===== config.mk =====
export PLATFORM = sky130hd
export DESIGN_NAME = data_mem_responder
export DESIGN_NICKNAME = d
export VERILOG_FILES = /design/src/rtl/data_mem_responder.sv
export SDC_FILE = /design/constraint.sdc
export NUM_CORES = 1
export LEC_CHECK = 0
export ABC_AREA = 0
export BUFFER_PORTS_ARGS = -buffer_cell sky130_fd_sc_hd__buf_2
export CAP_MARGIN = 20
export CORE_MARGIN = 5
export CORE_UTILIZATION = 39
export DETAILED_ROUTE_END_ITERATION = 8
export REMOVE_ABC_BUFFERS = 1
export SETUP_SLACK_MARGIN = 0.5
export SLEW_MARGIN = 20
export SYNTH_ARGS = -nofsm -noshare
export SYNTH_HDL_FRONTEND = slang
export SYNTH_SLANG_ARGS = --single-unit

===== constraint.sdc =====
create_clock -name clk -period 7.65 [get_ports clk]
set_input_delay 0 -clock clk [delete_from_list [all_inputs] [get_ports clk]]
set_output_delay 0 -clock clk [all_outputs]
set_load 0.01 [all_outputs]

===== src/rtl/data_mem_responder.sv =====
// Single-port word memory behind a 3-state request/response handshake with programmable wait states.
// Optional alignment checking is enabled by defining DMEM_ALIGN_CHECK_EN.
module data_mem_responder #(
   parameter int DEPTH_WORDS = 32,
   parameter int WAIT_STATES = 1
) (
   input  logic        clk,
   input  logic        rst_n,
   input  logic        memread_ctrl,
   input  logic        memwrite_ctrl,
   input  logic [31:0] data_mem_addr,
   input  logic [31:0] data_mem_wrdata,
   output logic [31:0] data_mem_rd_data,
   output logic        mem_ready,
   output logic        mem_err,
   output logic        mem_busy
);

   localparam int AW = (DEPTH_WORDS > 1) ? $clog2(DEPTH_WORDS) : 1;
   localparam logic [3:0] WS_LOAD = (WAIT_STATES > 0) ? 4'(WAIT_STATES - 1) : 4'd0;

   typedef enum logic [1:0] {IDLE, WAIT, RESP} state_t;

   typedef struct packed {
      logic          rd;
      logic          wr;
      logic          err;
      logic [AW-1:0] idx;
      logic [31:0]   wdata;
   } req_t;

   state_t        state, state_nxt;
   logic [3:0]    cnt, cnt_nxt;
   req_t          req, req_nxt;
   logic          accept;
   logic          out_of_range;
   logic          misaligned;
   logic [31:0]   mem [DEPTH_WORDS];

   // Any address bit above the index width means the word lies past the end of storage.
   assign out_of_range = |data_mem_addr[31:AW+2];

`ifdef DMEM_ALIGN_CHECK_EN
   assign misaligned = |data_mem_addr[1:0];
`else
   logic unused_addr_lsb;
   assign unused_addr_lsb = ^data_mem_addr[1:0];
   assign misaligned      = 1'b0;
`endif

   assign accept = (state == IDLE) && (memread_ctrl || memwrite_ctrl);

   always_comb begin
      req_nxt       = '0;
      req_nxt.rd    = memread_ctrl;
      req_nxt.wr    = memwrite_ctrl;
      req_nxt.err   = (memread_ctrl && memwrite_ctrl) || out_of_range || misaligned;
      req_nxt.idx   = data_mem_addr[AW+1:2];
      req_nxt.wdata = data_mem_wrdata;
   end

   always_ff @(posedge clk or negedge rst_n) begin
      if (!rst_n) begin
         state <= IDLE;
         cnt   <= 4'd0;
         req   <= '0;
      end else begin
         state <= state_nxt;
         cnt   <= cnt_nxt;
         if (accept) req <= req_nxt;
      end
   end

   always_comb begin
      state_nxt = state;
      cnt_nxt   = cnt;
      case (state)
         IDLE: begin
            if (accept) begin
               if (WAIT_STATES > 0) begin
                  state_nxt = WAIT;
                  cnt_nxt   = WS_LOAD;
               end else begin
                  state_nxt = RESP;
               end
            end
         end
         WAIT: begin
            if (cnt == 4'd0) state_nxt = RESP;
            else             cnt_nxt   = cnt - 4'd1;
         end
         RESP:    state_nxt = IDLE;
         default: state_nxt = IDLE;
      endcase
   end

   always_comb begin
      mem_ready        = 1'b0;
      mem_err          = 1'b0;
      mem_busy         = 1'b0;
      data_mem_rd_data = 32'd0;
      case (state)
         WAIT: mem_busy = 1'b1;
         RESP: begin
            mem_busy  = 1'b1;
            mem_ready = 1'b1;
            mem_err   = req.err;
            if (req.rd && !req.err) data_mem_rd_data = mem[req.idx];
         end
         default: ;
      endcase
   end

   // Storage has no reset; an async reset forces IDLE so a pending write never commits.
   always_ff @(posedge clk) begin
      if (state == RESP && req.wr && !req.err) mem[req.idx] <= req.wdata;
   end

endmodule


Yosys cells after proc, flatten, opt, wreduce, memory -nomap -nowiden
Memory sizes are Yosys's and may differ from the RTL's.
Index checks and enable logic that the tools add are counted.

storage, ports and cells
  RAM bits = 1024
  register bits = 46
  memories kept = 1
  logic and storage cells = 42

cells by class
  equal/unequal tests = 5
  $add $sub $neg = 1
  mux-type cells = 13
  reduce and logical (&&, ||, !) cells = 15

memories
  memory  words  width  rd ports  clocked after memory_dff  wr ports  RTL line  source
  mem     32     32     1         0                         1         38        logic [31:0] mem [DEPTH_WORDS];

operators by type and width
  kind                 number
  $mux 32              2
  $reduce_or 25->1     1
  $mux 4               2
  $pmux 4 s2           1
  $ne 2x2->1 const B   3
  $logic_and 1x1->1    5
  $mux 1               5
  $logic_not 4->1      1
  $mux 2               2
  $pmux 2 s2           1
  $sub 4x1->4 const B  1
  $reduce_and 3->1     1
  $eq 2x1->1 const B   1
  $eq 2x2->1 const B   1
  $logic_not 2->1      1
  $logic_or 1x1->1     2
  $reduce_and 2->1     1
  $reduce_bool 2->1    1
  $reduce_or 2->1      1
  $logic_not 1->1      1

Logic depth before layout (Yosys ltp)
Gate-level depths: netlist of the first run.

  word-level depth = 5
  gate-level depth with buffers = 8
  gate-level depth less buffers = 6

Worst setup path after synthesis of the first run
No wires, ideal clock.

  path kind = reg2reg
  start point = reg state[0]
  end point = mem mem[24][0] (enable)
  setup time = 461 ps
  clock period less this slack = 4188 ps
  required time = 7189 ps
  data arrival time = 3726 ps
  path buffers = 1
  path slack = 3462 ps
  stages on the path, launching flop included = 8
  cell sequence = dfrtp_1 > inv_1 > ha_1 > nor2b_1 > nand2_1 > or3_1 > clkbuf_1 > nor3_1

on the way
  longest elaborated chain between the ends = 5

RTL lines
  element                         RTL line  source
  from (decl)                     32        state_t state, state_nxt;
  from (signal assigned)          68        state <= state_nxt;
  $eq 2x2->1                      116       if (state == RESP && req.wr && !req.err) mem[req.idx] <= req.wdata;
  $logic_and 1x1->1 (2 in a row)  116
  $mux 1                          116
  $mux 1 (implied by the code)    116
  to (decl)                       38

Every way passes these cells.

Final worst setup path of the first run
  start point = reg req[33] (netlist bit)
  end point = out data_mem_rd_data[1]

on the way
  longest elaborated chain between the ends = 3

RTL lines
  element                 RTL line  source
  from (decl)             34        req_t req, req_nxt;
  from (signal assigned)  70        if (accept) req <= req_nxt;
  $mem_v2 32x32           -
  $mux 32                 108       if (req.rd && !req.err) data_mem_rd_data = mem[req.idx];
  $mux 32                 102       case (state)
  to (decl)               13        output logic [31:0] data_mem_rd_data,

Every way passes these cells.

==> impl_results.md, run 1 <==
* Cells after Synth at 2,254
* CTS tree: built
* Routability congestion estimate at 0.771
* Yosys top cell area share at 74.8%
* Post-synth top area cell: edfxtp_1
* Max Clock Skew at 0.0269 ns
* R2r setup slk at 3.52 ns
* Iter 0 DRT Violations at 2,328
* Clock-pin slew on the worst setup and hold paths at 0.06 ns
* Synth Area in Simple Gates at 2.37%
* Die extent in x at 335 um
* Post-Synthesis Cell Area at 41,100 sq um
* CP max-delay cell: buf_4
* Worst slew pin tran at 1.13 ns
* Total wire length at 106,000 um
* Leakage at 16.2 nW
* Latest clock arrival within the worst-skew pair at 0.68 ns
* Drc violations at 0
* GRT Util Overall at 18.5%
* Die area at 112,000 sq um
* Initial DRT Pass Iterations at 5
* Peak supply drop at 218 uV
* Synthesized area per cell at 18.2 sq um
* Crit path largest cell delay at 0.98 ns
* Yosys Warn Count at 0
* CTS HTree Levels at 3
* Outcome: finished, final reports clean
* CTS max path bufs at 3
* CTS Buf Count at 105
* Avg WL per Cell at 27.2 um
* Root buf cell: clkbuf_16
* Register area share after synthesis at 77.6%
* # rows at 119
* Endpoints failing hold at 0
* Final ANT Viol Nets at 0
* Crit Path Category: register to primary output
* Largest family of logic cells by synthesized area: multiplexers
* Global-route wire length before repair at 151,000 um
* CTS sink count at 1,070
* Synth area leaders: edfxtp_1 (75%), mux2i_1 (12%), o22ai_1 (3.9%)
* Via density at 5.60
* Synth Register Bits at 1,070
* Fmax at 0.209 GHz
* Fin Hold WS at 0.00178 ns
* RSZ-0062 raised after global routing: false
* Die Span Y at 335 um
* Slew Limit Fails at 0
* Post-synthesis cell type count at 37
* Required @ worst endpoint at 7.65 ns
* Synth-to-Final Area Change at 14.9%
* Crit path launch type: register
* Crit-path cells: buf_12, buf_4, mux2i_1, o22ai_1, nor4_1, a31oi_1, buf_2
* Initial core utilization at 39.2%
* CP bufs+invs at 3
* Pwr Density at 355 nW/um^2
* Port Buffers at 100
* Grt total ovfl at 0
* Largest net degree at the start of global routing at 127
* Final worst path period need at 4.79 ns
* Mux cell area share after synthesis at 13.5%
* Total number of vias at 21,900
* Post-Synth XOR/XNOR Area at 0%
* Final Setup Violations at 0
* Post-CTS resize count at 0
* Post-Synth Adder-Cell Area at 0.213%
* WP data arrival at 4.79 ns
* Final period util at 62.6%
* Layout cells sized above 1 at 16.3%
* Tightest Hold Check Type: input pin to asynchronous set/reset pin
* Vias in the first global route at 22,000
* Number of diodes at 0
* CP endpoint kind: primary output
* Top cell family by delay on the critical path: buffers and inverters
* Compound-Gate Fraction of Synth Area at 4.59%
* IO Count at 103
* Initial antenna violation count at 1
* # hold bufs at CTS at 44
* Setup tns final at 0 ns
* DPL Wire Length at 54,500 um
* Relative max-transition margin at 24.7%
* Core Box Area at 105,000 sq um
* Max cap viols at 0
* # nets final at 2,506
* # Post-CTS Setup Buffers at 0
* Worst-path fanout max at 126
==> layout make-up <==
class	instances	area, sq um
multi-input cells	1046	8790
fillers	8847	57700
inverters	5	18.8
clock inverters	65	604
clock buffers	130	2750
well taps	1391	1740
flip-flops and latches	1070	31900
repair buffers	203	1430
==> stage by stage <==
step                instances  utilization, %  total power, mW  worst slack (ns)  instance area [sq um]
finish                   3910            45.0             16.8              2.86                  47200
detailed placement       3669            41.4             11.8              3.40                  43400
global route             3910            45.0             17.4              2.58                  47200
floorplan                2121               -             10.9            -14.55                  40400
global placement         3669            41.4             11.7              3.53                  43400
CTS                      3908            45.0             16.8              2.86                  47200
==> logic make-up after synthesis <==
group	count (synthesis)
fa+ha+maj	7
flops	1070
compound gates	301
buf+inv	138
simple gates	188
mux	550
==> where the power goes <==
group          switching, mW  total, mW  internal, mW  leakage, nW
sequential             0.917       8.36          7.44         9.75
clock                   2.16       5.03          2.87         1.63
combinational           1.99       3.40          1.41         4.80
==> state kept, by name (all words and copies together) (netlist names) <==
| signal | count |
|---|---|
| mem | 1024 |
| state | 2 |
| req | 40 |
| cnt | 4 |
==> layer usage <==
layer	vias up	GRT usage [%]	part of all wire (%)	wire (um)
li1	9486	-	-	-
met1	11300	25.5	41	43800
met2	946	30.5	48	51100
met3	167	3.13	8.2	8760
met4	0	5.49	2.6	2760
met5	-	0	0	0
==> worst reg2reg max path, cell delays in order, from the launching register on <==
cell and delay (ns):
dfrtp_1 0.40, inv_1 0.14, ha_1 0.20, nor2b_1 0.41
nand4b_1 0.82, nor3_2 1.14, buf_4 0.62
==> final timing paths <==
path                                     startpoint             endpoint  depth (start not counted)
worst max-delay path                        req[33]  data_mem_rd_data[1]                          7
worst min register to register               cnt[0]               cnt[0]                          1
min in group clk                data_mem_wrdata[15]              req[15]                          3
max in group asynchronous                     rst_n              req[33]                          2
worst min-delay path                          rst_n              req[11]                          2
worst max register to register             state[0]          mem[25][30]                          6
==> placed cells by master, fill, tap and decap left out, types with 3 or more instances in the layout <==
master / instances
a21oi_1: 4
a31oi_1: 32
buf_2: 99
buf_4: 56
bufinv_16: 9
clkbuf_1: 22
clkbuf_16: 105
clkbuf_8: 3
clkinv_1: 14
clkinv_2: 20
clkinv_4: 6
clkinvlp_4: 9
dfrtp_1: 42
dfrtp_2: 3
dlygate4sd3_1: 44
edfxtp_1: 1024
ha_1: 7
inv_1: 5
inv_6: 7
mux2_2: 37
mux2i_1: 513
nand2_1: 13
nand3b_1: 3
nand4_1: 3
nand4b_1: 6
nand4bb_2: 5
nor2_1: 67
nor2_4: 28
nor3_2: 3
nor4_1: 37
o21ai_0: 5
o22ai_1: 254
or3_1: 3
or3b_2: 3
or4b_2: 3
==> synthesized netlist by cell type <==
cell / n
o31ai_1: 2
nand2_1: 14
or3_1: 3
buf_6: 13
o21ai_1: 1
buf_4: 2
or4b_1: 3
nand4bb_1: 6
or4_1: 3
mux2_2: 37
ha_1: 7
a211oi_1: 1
nor4_1: 37
a31oi_1: 32
a21oi_1: 4
or4b_4: 1
nand3b_1: 3
nor2_1: 95
nor3b_1: 1
dfrtp_1: 46
nand3_1: 2
o22ai_1: 254
buf_2: 80
nand4_1: 3
clkbuf_1: 37
or3b_2: 3
o21ai_0: 5
inv_1: 5
edfxtp_1: 1024
nor2b_1: 1
nor3_1: 5
or2_2: 1
mux2i_1: 513
clkbuf_2: 1
o22ai_2: 2
and2_1: 1
nand4b_1: 6
Note: power is estimated with default switching activity, not from simulation.
==> run 2: changes to the inputs <==
- clock period: 7.65 -> 3.9 ns (I/O delays scaled with it)
==> run 2 against run 1 <==
Sequential share of layout area is 1.4 points lower. Critical endpoint is now data_mem_rd_data[7]. Setup slack got worse by 2.3 ns. Largest power group unchanged. Register-to-register slack lost 2.8 ns. Design area increased by 2.0%. Utilization increased by 0.92 points. Routed wire length shrank 1.6%. Clock skew fell by 0.0088 ns. Die area unchanged. Clock power is 110% higher.
==> impl_results.md, run 2 (same netlist as run 1, synthesis figures left out) <==
* Leading cell types in the layout, fill and taps excluded: edfxtp_1 (1,024), mux2i_1 (513), o22ai_1 (254) (unchanged)
* Die extent in x at 335 um (unchanged)
* Pwr Density at 702 nW/um^2 (was 355 nW/um^2)
* Port Buffers at 100 (unchanged)
* CTS tree: built (unchanged)
* Max cap viols at 0 (unchanged)
* Gate power share at 21.1% (was 20.3%)
* Initial DRT Pass Iterations at 5 (unchanged)
* Global-route wire length before repair at 150,000 um (was 151,000 um)
* Avg WL per Cell at 26.4 um (was 27.2 um)
* Synth-to-Final Area Change at 17.2% (was 14.9%)
* Switching pwr at 10.2 mW (was 5.07 mW)
* Final worst path period need at 3.32 ns
* Largest net degree at the start of global routing at 83 (was 127)
* Crit Path Category: register to primary output (unchanged)
* Total number of vias at 21,600 (was 21,900)
* CP endpoint kind: primary output (unchanged)
* Setup tns final at 0 ns (unchanged)
* Via density at 5.46 (was 5.60)
* Outcome: finished, final reports clean (unchanged)
* CTS max path bufs at 3 (unchanged)
* Iter 0 DRT Violations at 1,890 (was 2,328)
* Clk pwr share at 30.6% (was 30.0%)
* Max reg flops at 1,024 (unchanged)
* Routability congestion estimate at 0.762 (was 0.771)
* Switch share at 30.0% (was 30.2%)
* Worst-path fanout max at 32 (was 126)
* Required @ worst endpoint at 3.90 ns (was 7.65 ns)
* Tightest Hold Check Type: input pin to register (was input pin to asynchronous set/reset pin)
* Fmax at 0.301 GHz
* Root buf cell: clkbuf_16 (unchanged)
* Leakage at 16.6 nW (was 16.2 nW)
* Seq pwr share at 48.3% (was 49.8%)
* Grt total ovfl at 0 (unchanged)
* Vias in the first global route at 22,100 (was 22,000)
* Dpl cells at 3,717 (was 3,669)
* CP max-delay cell: or4b_2 (was buf_4)
* DPL Wire Length at 56,700 um (was 54,500 um)
* Die area at 112,000 sq um (unchanged)
* Critical path's most frequent cell: buf_4
* Drc violations at 0 (unchanged)
* WP data arrival at 3.32 ns (was 4.79 ns)
* Initial antenna violation count at 3 (was 1)
* Final ANT Viol Nets at 0 (unchanged)
* # rows at 119 (unchanged)
* Slew Limit Fails at 0 (unchanged)
* Number of diodes at 0 (unchanged)
* GRT Util Overall at 18.3% (was 18.5%)
* Util after Layout at 45.9% (was 45.0%)
* Clock-pin slew on the worst setup and hold paths at 0.06 ns (about the same)
* Commonest non-fill, non-tap cell in the layout: edfxtp_1 (unchanged)
* Final Non-Filler Cells at 3,962 (was 3,910)
* Register with the most flip-flops: mem (unchanged)
* CTS Buf Count at 106 (was 105)
* Layout cells sized above 1 at 18.5% (was 16.3%)
* Crit path largest cell delay at 0.66 ns (was 0.98 ns)
* Core Box Area at 105,000 sq um (unchanged)
* Crit path launch type: register (unchanged)
* Worst slew pin tran at 1.09 ns (was 1.13 ns)
* Peak supply drop at 424 uV (was 218 uV)
* Latest clock arrival within the worst-skew pair at 0.68 ns (about the same)
* P_int at 23.7 mW (was 11.7 mW)
* Endpoints failing hold at 0 (unchanged)
* Max Clock Skew at 0.0181 ns (was 0.0269 ns)
* CP bufs+invs at 4 (was 3)
* Final Setup Violations at 0 (unchanged)
* Total wire length at 105,000 um (was 106,000 um)
* Fill cells at 8,778 (was 8,847)
* Final period util at 85.2%
* Top Registers: mem: 1024 flops, req: 40 flops, cnt: 4 flops (unchanged)
* Relative max-transition margin at 27.2% (was 24.7%)
* # nets final at 2,559 (was 2,506)
* Fin Hold WS at 0.0743 ns (was 0.00178 ns)
* Top cell family by delay on the critical path: buffers and inverters (unchanged)
* IO Count at 103 (unchanged)
* CTS HTree Levels at 3 (unchanged)
* CTS sink count at 1,070 (unchanged)
* Crit-path cells: buf_4, or4b_2, buf_12, o22ai_1, nor4_1, buf_4, a31oi_1, buf_2 (was buf_12, buf_4, mux2i_1, o22ai_1, nor4_1, a31oi_1, buf_2)
* Initial core utilization at 39.2% (unchanged)
* RSZ-0062 raised after global routing: true (was false)
* Die Span Y at 335 um (unchanged)
==> run 2: cell count changes in the layout (fill, tap and decap cells not counted), moves of 4 or more <==
cell       previous run  this run
clkinv_8              0         4
buf_4                56        82
nor4_1               37        33
buf_12                2        24
clkbuf_1             22        16
inv_6                 7         2
nor4_2                0         4
bufinv_16             9        14
==> run 2: what timing repair did <==
item	CTS	global route
cloned	1	0
pin swaps	1	0
hold endpoints to repair	92	0
gates resized for setup	6	7
setup endpoints to repair	32	9
hold buffers	46	0
setup buffers	2	0
==> run 2: area by class of cell <==
cell class	instances	area [sq um]	area share (%)
clock buffers	128	2800	5.80
well taps	1391	1740	3.61
multi-input cells	1047	8850	18.4
clock inverters	67	803	1.67
flip-flops and latches	1070	31900	66.2
repair buffers	254	2090	4.34
inverters	5	18.8	0.0389
==> run 2: tightest hold or removal path: cells and delay by family <==
| kind | cells | cell delay [ns] |
|---|---|---|
| buffers and inverters | 2 | 0.60 |
| muxes | 1 | 0.12 |
==> run 2: through the flow <==
| stage | instance area, sq um | power, mW | worst slack, ns |
|---|---|---|---|
| floorplan | 40400 | 19.4 | -18.30 |
| detailed placement | 44000 | 23.5 | 0.762 |
| global placement | 44000 | 23.2 | 0.789 |
| CTS | 48200 | 34.0 | 0.493 |
| finish | 48200 | 33.8 | 0.577 |
| global route | 48200 | 35.1 | 0.485 |
==> run 2: final timing paths <==
kind / from / end / slack [ns] / cells after the start
hold reg to reg: req[39] / req[39] / 0.53 / 2
max in group asynchronous: rst_n / req[36] / 2.87 / 4
hold / removal: data_mem_wrdata[19] / req[19] / 0.07 / 3
min in group asynchronous: rst_n / req[14] / 0.45 / 3
setup reg to reg: state[0] / mem[12][2] / 0.71 / 7
setup / recovery: req[34] / data_mem_rd_data[7] / 0.58 / 8
==> run 2: routing by layer <==
metal  part of all wire [%]  GRT usage [%]  vias to the layer above  routed length [um]
met5                  0.023         0.0426                        -                  24
met4                    3.3           6.08                        4                3450
met3                    7.1           3.85                      174                7430
met2                     48           30.1                      734               50100
met1                     42           24.5                    11100               43600
li1                       -              -                     9575                   -
==> run 2: power groups by stage <==
stage	sequential (mW)	combinational (mW)	clock, mW
6_report	16.3	7.14	10.4
5_1_grt	16.5	7.57	11.0
4_1_cts	16.3	7.10	10.5
3_5_place_dp	16.6	6.86	0
3_3_place_gp	16.5	6.76	0
2_1_floorplan	16.0	3.38	0
==> run 3: changes to the inputs <==
- CORE_ASPECT_RATIO: unset -> 0.6
==> run 3 against run 2 <==
Sequential share of layout area grew 0.94 points. Global-route usage is essentially flat. Clock power shrank 12%. Worst hold slack gained 0.0034 ns. Routed wire length grew 0.58%. Largest cell class unchanged.
==> impl_results.md, run 3 (same netlist as run 1, synthesis figures left out) <==
* Outcome: finished, final reports clean (unchanged)
* Final ANT Viol Nets at 0 (unchanged)
* DPL Wire Length at 60,800 um (was 56,700 um)
* Util after Layout at 45.3% (was 45.9%)
* Drc violations at 0 (unchanged)
* Max reg flops at 1,024 (unchanged)
* Final Setup Violations at 0 (unchanged)
* CTS HTree Levels at 3 (unchanged)
* # nets final at 2,535 (was 2,559)
* RSZ-0062 raised after global routing: true (unchanged)
* Worst Hold Launch: data_mem_wrdata[25] (was data_mem_wrdata[19])
* Crit path launch type: register (unchanged)
* Final worst path period need at 3.33 ns (was 3.32 ns)
* Vias in the first global route at 21,600 (was 22,100)
* Total wire length at 105,000 um (about the same)
* Largest net degree at the start of global routing at 95 (was 83)
* CTS sink count at 1,070 (unchanged)
* Storage element area at 31,900 sq um (about the same)
* Commonest non-fill, non-tap cell in the layout: edfxtp_1 (unchanged)
* Core Box Area at 105,000 sq um (about the same)
* IO Count at 103 (unchanged)
* Grt total ovfl at 0 (unchanged)
* Multi-input logic area at 8850 sq um (about the same)
* Leading cell types in the layout, fill and taps excluded: edfxtp_1 (1,024), mux2i_1 (513), o22ai_1 (254) (unchanged)
* Tightest Hold Check Type: input pin to register (unchanged)
* Worst-path fanout max at 17 (was 32)
* Via density at 5.55 (was 5.46)
* Gate power share at 21.4% (was 21.1%)
* Worst-case reg-to-reg path depth at 7 (unchanged)
* Clk pwr share at 28.2% (was 30.6%)
* Register with the most flip-flops: mem (unchanged)
* Die Span Y at 262 um (was 335 um)
* Iter 0 DRT Violations at 2,652 (was 1,890)
* Peak supply drop at 621 uV (was 424 uV)
* Worst r2r src: state[0] (unchanged)
* Initial antenna violation count at 1 (was 3)
* Seq pwr share at 50.4% (was 48.3%)
* Fmax at 0.300 GHz (was 0.301 GHz)
* Relative max-transition margin at 28.1% (was 27.2%)
* GRT Util Overall at 18.3% (about the same)
* Setup tns final at 0 ns (unchanged)
* Top Registers: mem: 1024 flops, req: 40 flops, cnt: 4 flops (unchanged)
* Leakage at 16.3 nW (was 16.6 nW)
* Die area at 112,000 sq um (about the same)
* WP data arrival at 3.33 ns (was 3.32 ns)
* Max Clock Skew at 0.0215 ns (was 0.0181 ns)
* Worst slew pin tran at 1.08 ns (was 1.09 ns)
* Initial DRT Pass Iterations at 5 (unchanged)
* Layout cells sized above 1 at 17.1% (was 18.5%)
* Latest clock arrival within the worst-skew pair at 0.69 ns (was 0.68 ns)
* Initial core utilization at 39.2% (about the same)
* Top routing layer used: met5 (unchanged)
* Root buf cell: clkbuf_16 (unchanged)
* Routability congestion estimate at 0.801 (was 0.762)
* R2r setup slk at 0.86 ns (was 0.71 ns)
* Avg WL per Cell at 26.7 um (was 26.4 um)
* CTS Buf Count at 92 (was 106)
* CP endpoint kind: primary output (unchanged)
* Routed met2 length at 45,200 um (was 50,100 um)
* Endpoints failing hold at 0 (unchanged)
* CTS tree: built (unchanged)
* Global-route wire length before repair at 149,000 um (was 150,000 um)
* Final period util at 85.4% (was 85.2%)
* Hold Path Cell Cnt at 3 (unchanged)
* Clock-pin slew on the worst setup and hold paths at 0.07 ns (was 0.06 ns)
* Slew Limit Fails at 0 (unchanged)
* Switching pwr at 9.93 mW (was 10.2 mW)
* CP max-delay cell: or4b_4 (was or4b_2)
* # rows at 92 (was 119)
* Crit-path cells: buf_4, or4b_4, o22ai_1, nor2_1, a31oi_1, buf_2 (was buf_4, or4b_2, buf_12, o22ai_1, nor4_1, buf_4, a31oi_1, buf_2)
* Crit Path Category: register to primary output (unchanged)
* WHS Endpoint: req[25] (was req[19])
* Total number of vias at 21,900 (was 21,600)
* Required @ worst endpoint at 3.90 ns (about the same)
* Switch share at 30.6% (was 30.0%)
* Fill cells at 8,879 (was 8,778)
* P_int at 22.5 mW (was 23.7 mW)
* Met1 WL at 47,700 um (was 43,600 um)
* Die extent in x at 429 um (was 335 um)
* Max cap viols at 0 (unchanged)
* Synth-to-Final Area Change at 15.6% (was 17.2%)
* Port Buffers at 100 (unchanged)
* Crit path largest cell delay at 0.75 ns (was 0.66 ns)
* CTS max path bufs at 3 (unchanged)
* DR WL met3 at 9290 um (was 7430 um)
* Pwr Density at 683 nW/um^2 (was 702 nW/um^2)
* Capturing point of the worst reg2reg path: mem[12][16] (was mem[12][2])
-- run 3: area by class of cell --
class,count,share of cell area (%)
antenna,1,0.00526
clock buffer,120,5.30
clock inverter,51,0.968
inverter,5,0.0395
multi-input combinational,1047,18.6
sequential,1070,67.1
tap,1410,3.71
timing repair buffer,244,4.24
-- run 3: worst max-delay path by stage --
stage	cells past startpoint	to	start
6_report	6	data_mem_rd_data[31]	req[34]
3_5_place_dp	7	mem[12][19]	state[0]
4_1_cts	6	data_mem_rd_data[0]	req[35]
5_1_grt	6	data_mem_rd_data[31]	req[34]
3_3_place_gp	7	mem[12][19]	state[0]
2_1_floorplan	2	mem[26][0]	req[33]
-- run 3: power groups by stage --
stage	clock network (mW)	logic [mW]	registers, mW
after floorplan	0	3.38	16.0
after global placement	0	6.57	16.5
after detailed placement	0	6.68	16.6
after CTS	9.31	6.92	16.3
after global routing	9.77	7.38	16.5
final	9.14	6.96	16.4
-- run 3: critical path, delay by kind of cell, from the launching register on --
| family | cells | cell delay (ns) |
|---|---|---|
| buffers and inverters | 2 | 0.54 |
| AO/OA/AOI/OAI | 2 | 0.71 |
| AND/OR/NAND/NOR | 2 | 0.81 |
| flip-flops | 1 | 0.58 |
-- run 3: per-layer routing --
layer,up-vias,global-route usage (%)
li1,9514,-
met1,11300,27.2
met2,902,26.9
met3,164,3.95
met4,2,5.83
met5,-,0
-- run 3: per-stage QoR --
stage | std cells | area (sq um) | power [mW] | hold WS [ns] | setup WS [ns]
after floorplan | 2121 | 40400 | 19.4 | -0.296 | -18.30
final | 3948 | 47500 | 32.5 | 0.0777 | 0.570
after detailed placement | 3726 | 44000 | 23.3 | 0.00646 | 0.742
after global placement | 3726 | 44000 | 23.0 | -0.000201 | 0.776
after CTS | 3946 | 47500 | 32.6 | 0.0248 | 0.461
after global routing | 3947 | 47500 | 33.7 | 0.0537 | 0.499
-- run 3: timing repair --
item	4_1_cts	5_1_grt
endpoints found under the hold margin	91	0
cloned	0	1
hold buffers	47	0
pin swaps	1	1
buffers inserted	2	0
resized for setup	9	4
setup endpoints to repair	30	8
